### config.mk
export PLATFORM = sky130hd
export DESIGN_NAME = serial_subtractor
export DESIGN_NICKNAME = d
export VERILOG_FILES = /design/src/rtl/serial_subtractor.sv
export SDC_FILE = /design/constraint.sdc
export NUM_CORES = 1
export LEC_CHECK = 0
export CAP_MARGIN = 20
export CORE_ASPECT_RATIO = 0.75
export CORE_MARGIN = 2
export CORE_UTILIZATION = 54
export DETAILED_ROUTE_END_ITERATION = 16
export MAX_ROUTING_LAYER = met4
export PLACE_DENSITY = 0.82
export RECOVER_POWER = 100
export SYNTH_ARGS = -nofsm -noshare
export SYNTH_HDL_FRONTEND = slang
export SYNTH_SLANG_ARGS = --single-unit
### constraint.sdc
create_clock -name clk -period 3.4 [get_ports clk]
set_input_delay 0.68 -clock clk [delete_from_list [all_inputs] [get_ports clk]]
set_output_delay 0.68 -clock clk [all_outputs]
set_load 0.05 [all_outputs]
### src/rtl/serial_subtractor.sv
// Digit-serial subtractor: result = ina - inb mod 2^WIDTH, DIGIT bits per clock, LSB digit first.
// Optional signed-overflow flag (port ovf) is built only when SUB_OVERFLOW_EN is defined.
module serial_subtractor #(
    parameter int WIDTH = 16,
    parameter int DIGIT = 4
) (
    input  logic             clk,
    input  logic             rst,
    input  logic             in_valid,
    output logic             in_ready,
    input  logic [WIDTH-1:0] ina,
    input  logic [WIDTH-1:0] inb,
    output logic             out_valid,
    input  logic             out_ready,
    output logic [WIDTH-1:0] result,
    output logic             bout
`ifdef SUB_OVERFLOW_EN
    ,
    output logic             ovf
`endif
);

    localparam int N     = WIDTH / DIGIT;
    localparam int CNT_W = (N > 1) ? $clog2(N) : 1;

    if (WIDTH % DIGIT != 0) begin : g_bad_digit
        $error("serial_subtractor: WIDTH (%0d) must be a multiple of DIGIT (%0d)", WIDTH, DIGIT);
    end

    typedef enum logic [1:0] {
        S_IDLE = 2'd0,
        S_RUN  = 2'd1,
        S_DONE = 2'd2
    } state_t;

    state_t             state_q, state_d;
    logic [WIDTH-1:0]   a_q, a_d;
    logic [WIDTH-1:0]   b_q, b_d;
    logic [WIDTH-1:0]   res_q, res_d;
    logic               borrow_q, borrow_d;
    logic               bout_q, bout_d;
    logic [CNT_W-1:0]   cnt_q, cnt_d;
    logic [DIGIT:0]     diff;
    logic               last_step;

`ifdef SUB_OVERFLOW_EN
    logic               amsb_q, amsb_d;
    logic               bmsb_q, bmsb_d;
    logic               ovf_q, ovf_d;
`endif

    // One digit of the ripple: the extra top bit of the widened difference is the borrow.
    always_comb begin
        diff = {1'b0, a_q[DIGIT-1:0]} - {1'b0, b_q[DIGIT-1:0]} - {{DIGIT{1'b0}}, borrow_q};
    end

    assign last_step = (cnt_q == CNT_W'(N - 1));

    always_comb begin
        state_d  = state_q;
        a_d      = a_q;
        b_d      = b_q;
        res_d    = res_q;
        borrow_d = borrow_q;
        bout_d   = bout_q;
        cnt_d    = cnt_q;
`ifdef SUB_OVERFLOW_EN
        amsb_d   = amsb_q;
        bmsb_d   = bmsb_q;
        ovf_d    = ovf_q;
`endif
        case (state_q)
            S_IDLE: begin
                if (in_valid) begin
                    a_d      = ina;
                    b_d      = inb;
                    borrow_d = 1'b0;
                    cnt_d    = '0;
`ifdef SUB_OVERFLOW_EN
                    amsb_d   = ina[WIDTH-1];
                    bmsb_d   = inb[WIDTH-1];
`endif
                    state_d  = S_RUN;
                end
            end
            S_RUN: begin
                // New digit enters at the MSB end so after N steps the LSB digit lands at bit 0.
                res_d    = WIDTH'({diff[DIGIT-1:0], res_q} >> DIGIT);
                a_d      = WIDTH'({{DIGIT{1'b0}}, a_q} >> DIGIT);
                b_d      = WIDTH'({{DIGIT{1'b0}}, b_q} >> DIGIT);
                borrow_d = diff[DIGIT];
                cnt_d    = cnt_q + CNT_W'(1);
                if (last_step) begin
                    bout_d  = diff[DIGIT];
`ifdef SUB_OVERFLOW_EN
                    ovf_d   = (amsb_q != bmsb_q) && (diff[DIGIT-1] != amsb_q);
`endif
                    state_d = S_DONE;
                end
            end
            S_DONE: begin
                if (out_ready) begin
                    state_d = S_IDLE;
                end
            end
            default: begin
                state_d = S_IDLE;
            end
        endcase
    end

    always_ff @(posedge clk or posedge rst) begin
        if (rst) begin
            state_q  <= S_IDLE;
            a_q      <= '0;
            b_q      <= '0;
            res_q    <= '0;
            borrow_q <= 1'b0;
            bout_q   <= 1'b0;
            cnt_q    <= '0;
`ifdef SUB_OVERFLOW_EN
            amsb_q   <= 1'b0;
            bmsb_q   <= 1'b0;
            ovf_q    <= 1'b0;
`endif
        end else begin
            state_q  <= state_d;
            a_q      <= a_d;
            b_q      <= b_d;
            res_q    <= res_d;
            borrow_q <= borrow_d;
            bout_q   <= bout_d;
            cnt_q    <= cnt_d;
`ifdef SUB_OVERFLOW_EN
            amsb_q   <= amsb_d;
            bmsb_q   <= bmsb_d;
            ovf_q    <= ovf_d;
`endif
        end
    end

    assign in_ready  = (state_q == S_IDLE);
    assign out_valid = (state_q == S_DONE);
    assign result    = res_q;
    assign bout      = bout_q;
`ifdef SUB_OVERFLOW_EN
    assign ovf       = ovf_q;
`endif

endmodule

======== After elaboration in Yosys (flattened, before gate mapping) ========
Cells that the tools add are included.
operators by class
  reduce and logical (&&, ||, !) cells .... 5
  add/subtract/negate cells ............... 3
  eq/ne operators ......................... 6
  multiplexer cells ....................... 12
operator list
  operator               number
  $pmux W16 S2           2
  $mux W16               2
  $mux W2                4
  $pmux W2 S3            1
  $sub A4 B4 Y5          1
  $sub A5 B1 Y5          1
  $eq A2 B2 Y1 const B   2
  $ne A2 B2 Y1 const B   2
  $pmux W2 S2            1
  $reduce_and A2 Y1      2
  $reduce_and A3 Y1      1
  $add A2 B1 Y2 const B  1
  $eq A2 B1 Y1 const B   1
  $logic_not A2 Y1       1
  $ne A2 B1 Y1 const B   1
  $pmux W1 S2            1
  $reduce_bool A2 Y1     1
  $mux W1                1
storage, ports and cells
  flip-flop bits (word level) ............. 54
  output and inout bits ................... 19
  input port bits ......................... 36
  word-level logic and storage cells ...... 33

======== Logic depth before layout (Yosys ltp) ========
Gate-level depths: netlist of the first run.
  word-level depth ........................ 3
  mapped depth ............................ 9

======== Worst setup path after synthesis of the first run ========
OpenSTA, ideal clock, no wires.
  kind .................................... reg-to-reg
  start ................................... register a_q[0]
  end ..................................... register bout_q, in the netlist bout
  slack ................................... 1.214 ns
  library setup time ...................... 0.128 ns
  buffers on the path ..................... 0
  data arrival time ....................... 2.059 ns
  stages on the path, launching flop included .. 8
  path through ............................ dfrtp_1 fa_1 ha_1 nor2_1 fa_1 a21boi_0 o22ai_1 mux2_1
between the ends
  word-level cells in the longest chain between the ends .. 2
ends and longest elaborated chain
  element                 RTL line  text
  start, declared         37        logic [WIDTH-1:0] a_q, a_d;
  start signal, assigned  115       a_q <= '0;
  start signal, assigned  128       a_q <= a_d;
  $sub A4 B4 Y5           54        diff = {1'b0, a_q[DIGIT-1:0]} - {1'b0, b_q[DIGIT-1:0]} - {{DIGIT{1'b0}}, borrow_q};
  $sub A5 B1 Y5           54
  end signal, assigned    132       bout_q <= bout_d;
  end, declared           41        logic bout_q, bout_d;
Every way passes these cells.
A chain may end at the register's enable or synchronous reset.

======== Final worst setup path of the first run ========
  start ................................... register state_q[1]
  end ..................................... register a_q[2]
between the ends
  word-level cells in the longest chain between the ends .. 3
ends and longest elaborated chain
  element                                                              RTL line  text
  start, declared                                                      36        state_t state_q, state_d;
  start signal, assigned                                               127       state_q <= state_d;
  $eq A2 B1 Y1 / $logic_not A2 Y1 (equally long branches)              72        case (state_q)
  $reduce_bool A2 Y1 (no line) / $ne A2 B2 Y1 (equally long branches)  -
  $reduce_and A2 Y1 (no line)                                          -
Parallel ways exist; a longest one is shown, timed or not.

==> results of run 1 <==
layer usage:
| metal | global-route usage | up-vias |
|---|---|---|
| li1 | - | 1056 |
| met1 | 0.347 | 1078 |
| met2 | 0.373 | 55 |
| met3 | 0.0471 | 8 |
| met4 | 0.0536 | 0 |
| met5 | - | - |
flip-flops by register name (all words and copies together) (netlist names):
name and cells:
cnt_q 2, borrow_q 1, state_q 2, a_q 16, bout 1, b_q 16
result 16
how the worst min path moves through the flow:
stage	slack, ps	startpoint	cells after the start	endpoint
5_1_grt	520	result[3]	2	result[3]
3_3_place_gp	460	result[1]	2	result[1]
4_1_cts	490	result[0]	2	result[0]
2_1_floorplan	450	a_q[10]	2	a_q[10]
3_5_place_dp	470	result[0]	2	result[0]
6_report	480	result[3]	2	result[3]
critical path, cell delays in order (launching register included):
cell and delay (ps):
dfrtp_1 490, clkbuf_1 970, nor2b_1 470, buf_4 330, a2bb2oi_1 170, o21ai_0 90
final cells by class:
class	instances	area, sq um	share of cell area
sequential	54	1350	0.408
clock inverter	1	5.00	0.00151
tap	60	75.1	0.0227
inverter	12	45.0	0.0136
multi-input combinational	196	1160	0.352
timing repair buffer	61	583	0.176
clock buffer	7	86.3	0.0261
Yosys cell counts, drive strengths merged:
library cell  count
nor2b            22
or2               1
fa                2
nand2            53
clkbuf            8
and2              1
dfrtp            54
a21oi            25
xor2              1
nor2              3
a22oi            18
mux2i             1
a2bb2oi           4
nand4             1
nand3             1
a22o              5
inv              12
ha                7
xnor2             1
o21ai            36
a211o             1
a21boi            1
and3b             7
mux2              1
nand2b            2
buf              12
o22ai             1
o21bai            1
cells in the final DEF (no fill, tap or decap), drive strengths merged, types with 2 or more instances in the layout:
cell type      count
nand2             53
a2bb2oi            4
and3b              7
a21oi             25
clkbuf            10
ha                 7
a22o               5
buf                4
o21ai             36
a22oi             18
dlygate4sd3       21
nand2b             2
inv               12
nor2               3
nor2b             22
clkdlybuf4s50     33
fa                 2
dfrtp             54
cells by family after synthesis:
family                     Yosys count
AOI/OAI and AO/OA                   92
and+or+nand+nor                     91
DFF                                 54
buffers and inverters               32
adders and majority gates            9
xor gates and xnor gates             2
muxes                                2
where the power goes:
| group | switching [mW] | internal, mW | leakage (nW) |
|---|---|---|---|
| sequential | 0.197 | 0.908 | 0.697 |
| combinational | 1.06 | 0.608 | 0.787 |
| clock | 0.205 | 0.165 | 0.0482 |
| total | 1.46 | 1.68 | 1.53 |
metrics by stage:
step	utilization	area [sq um]	hold slack, ps
after floorplan	-	2660	450
after global routing	0.687	3310	518
after CTS	0.690	3320	490
after detailed placement	0.671	3230	468
after global placement	0.671	3230	456
final	0.687	3310	480
==> impl_metrics.csv, run 1 <==
group,metric,value,unit
synth,synth.largest_area_cell,"dfrtp_1",
global_route,grt_max_degree,40,
global_route,grtUsageTotal,0.245,
power,pwr_density_cell,949,nW/um^2
drt,drc,0,
synth,yosys_warnings,0,
finish,instances_no_fill,391,
setup_path,cp-end-kind,"flip-flop",
placed_design,dp_slack,1060,ps
cts,cts_resized,0,
synth,syn_inst,282,
synth,netlist.area_leader.share,0.509,
setup_path,cp.arrival,2850,ps
finish,drive_gt1_frac,0.0423,
finish,fillers,382,
drt,routedWlPerCell,15.4,um
drt,wl_met1,2880,um
setup_path,cp-startpoint,"state_q[1]",
die,die_w,85.0,um
setup_path,rrSetupSlack,730,ps
synth,ys_top_cells_by_area,"dfrtp_1 51%, nand2_1 7.5%, o21ai_0 5.8%, a22oi_1 5.1%, nor2b_1 4.9%",
drt,highest_layer,"met4",
sta,post-route-period-util,0.785,
die,rows,22,
global_route,grt_pass1_wl,10400,um
drt,wl_met2,2820,um
finish,syn_to_final_growth,24.6,%
placed_design,gp_congestion,0.864,
cts,cts_setup_buffers,0,
synth,ys_seq_elements,54,
die,die_area,5500,sq um
synth,synth_top_family_by_area,"compound AO/OA/AOI/OAI gates",
cts,clk_latency,310,ps
sta,fin_tns_setup,0,ps
setup_path,regToRegStartpoint,"state_q[1]",
cts,cts_tree,"yes",
cts,htree_num_levels,2,
die,die_h,64.7,um
die,core,4820,sq um
drt,postRouteAntennaNets,0,
sta,clock.fmax,375,MHz
synth,synth_mux_area_frac,0.00801,
power,leakagePower,1.53,nW
power,max-vdd-ir-drop,705,uV
global_route,grt-ovfl-total,0,
synth,synth_xor_area_frac,0.00660,
placed_design,hpwl,4120,um
cts,cts-buffers-inserted,5,
global_route,grt_pass1_vias,2161,
synth,ys_types,31,
finish,diodes,0,
sta,hold_violations,0,
drt,dr.pass1.iters,4,
synth,synth_fp_nets,327,
placed_design,port_buffers,54,
drt,routed_via_density,5.62,
synth,synth_compound_area_frac,0.207,
die,io_pins,55,
power,power,3.14,mW
finish,finalNetCount,375,
drt,wl_met3,268,um
synth,synthAdderAreaFrac,0.0481,
setup_path,endpoint,"a_q[2]",
synth,synth-simple-area-share,0.169,
sta,finalClockSkew,7.48,ps
setup_path,start_kind,"flip-flop",
cts,clk_path_buf_depth,2,
sta,setup_ws,731,ps
sta,worst_slew_margin_rel,0.147,
setup_path,rr_endpoint,"a_q[2]",
run_status,outcome,"finished clean",
drt,drt_iter0_drc,233,
setup_path,worstPathMaxFanout,28,
sta,setup_viol,0,
sta,slew_violations,0,
synth,syn_avg_cell_area,9.42,sq um
setup_path,worstPathRequired,3580,ps
global_route,antenna_found_initial,0,
cts,root_buffer,"clkbuf_8",
die,start_util,0.551,
placed_design,dp_cells,383,
hold_path,hp-class,"flip-flop to flip-flop",
drt,vias,2197,
cts,path_clk_slew,90,ps
sta,worst_pin_slew,1280,ps
cts,hold_buffers,0,
drt,wl,6020,um
synth,synth_area,2660,sq um
setup_path,worstRegToRegCells,5,
cts,clock_sinks,54,
synth,ys_seq_area_frac,0.509,
sta,rsz0062_at_grt,"false",
job,maxCapViolations,0,
sta,fin_crit,2670,ps
setup_path,crit_type,"flip-flop to flip-flop",
(Power assumes the default switching activity.)
==> run 2, diff against run 1 <==
--- a/config.mk
+++ b/config.mk
@@ -8,10 +8,10 @@
 export CAP_MARGIN = 20
 export CORE_ASPECT_RATIO = 0.75
 export CORE_MARGIN = 2
-export CORE_UTILIZATION = 54
+export CORE_UTILIZATION = 46
 export DETAILED_ROUTE_END_ITERATION = 16
 export MAX_ROUTING_LAYER = met4
-export PLACE_DENSITY = 0.82
+export PLACE_DENSITY = 0.74
 export RECOVER_POWER = 100
 export SYNTH_ARGS = -nofsm -noshare
 export SYNTH_HDL_FRONTEND = slang
==> constraint.sdc (replaced) <==
create_clock -name clk -period 2.4 [get_ports clk]
set_input_delay 0.48 -clock clk [delete_from_list [all_inputs] [get_ports clk]]
set_output_delay 0.48 -clock clk [all_outputs]
set_load 0.05 [all_outputs]
==> impl_metrics.csv, run 2 (synthesis gave the netlist of run 1 again) <==
group,metric,value,unit
sta,hold_violations,0,
drt,drc,0,
power,pwr_density_cell,1350,nW/um^2
hold_path,hp-class,"flip-flop to flip-flop",
cts,clock_sinks,54,
finish,diodes,0,
finish,finalNetCount,376,
sta,rsz0062_at_grt,"false",
global_route,grt-ovfl-total,0,
global_route,grtUsageTotal,0.204,
global_route,grt_pass1_wl,10200,um
cts,cts_tree,"yes",
cts,cts-buffers-inserted,5,
finish,fillers,483,
sta,setup_ws,104,ps
cts,clk_path_buf_depth,2,
setup_path,rrSetupSlack,100,ps
sta,finalClockSkew,3.08,ps
job,maxCapViolations,0,
drt,drt_iter0_drc,106,
cts,root_buffer,"clkbuf_8",
setup_path,crit_type,"flip-flop to flip-flop",
cts,clk_latency,310,ps
die,core,5470,sq um
sta,fin_crit,2300,ps
sta,worst_slew_margin_rel,0.115,
power,max-vdd-ir-drop,837,uV
setup_path,worstPathRequired,2610,ps
drt,postRouteAntennaNets,0,
setup_path,endpoint,"bout",
drt,vias,2188,
finish,mostFrequentLayoutCells,"54 x dfrtp_1, 53 x nand2_1, 36 x o21ai_0",
die,die_area,6400,sq um
sta,worst_pin_slew,1330,ps
drt,dr.pass1.iters,4,
setup_path,worstRegToRegCells,7,
setup_path,cp-startpoint,"a_q[0]",
die,start_util,0.486,
global_route,grt_pass1_vias,2095,
sta,hold_slack,475,ps
setup_path,rr_endpoint,"bout",
cts,path_clk_slew,100,ps
die,io_pins,55,
die,die_h,69.8,um
placed_design,gp_congestion,0.833,
finish,final_common_cell,"dfrtp_1",
setup_path,worstPathMaxFanout,3,
drt,routed_via_density,5.38,
power,power,4.53,mW
global_route,grt_max_degree,55,
setup_path,regToRegStartpoint,"a_q[0]",
drt,routedWlPerCell,14.8,um
placed_design,port_buffers,54,
sta,fin_tns_setup,0,ps
power,leakagePower,1.54,nW
cts,cts_setup_buffers,0,
global_route,antenna_found_initial,0,
setup_path,cp-end-kind,"flip-flop",
die,die_w,91.7,um
placed_design,dp_slack,47.5,ps
finish,syn_to_final_growth,26.0,%
setup_path,start_kind,"flip-flop",
sta,clock.fmax,435,MHz
run_status,outcome,"finished clean",
placed_design,hpwl,4070,um
die,rows,23,
drt,wl,6010,um
sta,post-route-period-util,0.957,
sta,slew_violations,0,
finish,drive_gt1_frac,0.0572,
sta,setup_viol,0,
setup_path,cp.arrival,2500,ps
cts,htree_num_levels,2,
[run 2: metrics by stage]
step | utilization | cells | area [sq um]
floorplan | - | 282 | 2660
global placement | 0.602 | 399 | 3290
detailed placement | 0.602 | 399 | 3290
CTS | 0.622 | 407 | 3400
global route | 0.612 | 407 | 3340
finish | 0.612 | 407 | 3340
[run 2: how the worst min path moves through the flow]
stage / slack, ps / startpoint / cells past startpoint / end
after floorplan: 450 / a_q[10] / 2 / a_q[10]
after global placement: 460 / result[2] / 2 / result[2]
after detailed placement: 460 / result[0] / 2 / result[0]
after CTS: 490 / result[0] / 2 / result[0]
after global routing: 500 / result[3] / 2 / result[3]
final: 470 / result[0] / 2 / result[0]
[run 2: what timing repair did]
action	in CTS	in global routing
hold buffers	0	0
hold endpoints to repair	0	0
setup endpoints to repair	0	2
gates resized for setup	0	2
[run 2: power by group]
part	switching [mW]	internal (mW)	leakage (nW)
sequential	0.306	1.29	0.697
combinational	1.46	0.849	0.782
clock	0.311	0.313	0.0585
[run 2: area by class of cell]
type,count,area [sq um],area share
Multi-Input combinational cell,196,1170,0.349
Sequential cell,54,1350,0.404
Clock buffer,5,68.8,0.0206
Inverter,12,45.0,0.0135
Clock inverter,3,43.8,0.0131
Timing Repair Buffer,62,576,0.172
Tap cell,75,93.8,0.0281
[run 2: worst max-delay path: stages (launching register included)]
cell,delay [ps]
dfrtp_1,420
fa_1,580
ha_1,190
nor2_1,70
fa_2,360
a21boi_1,180
o22ai_1,110
mux2_1,290
[run 2: metal layers]
| layer | global-route usage | up-vias | part of all wire |
|---|---|---|---|
| li1 | - | 1063 | - |
| met1 | 0.291 | 1061 | 0.49 |
| met2 | 0.302 | 59 | 0.46 |
| met3 | 0.0337 | 5 | 0.046 |
| met4 | 0.0597 | 0 | 0.0080 |
| met5 | - | - | 0 |
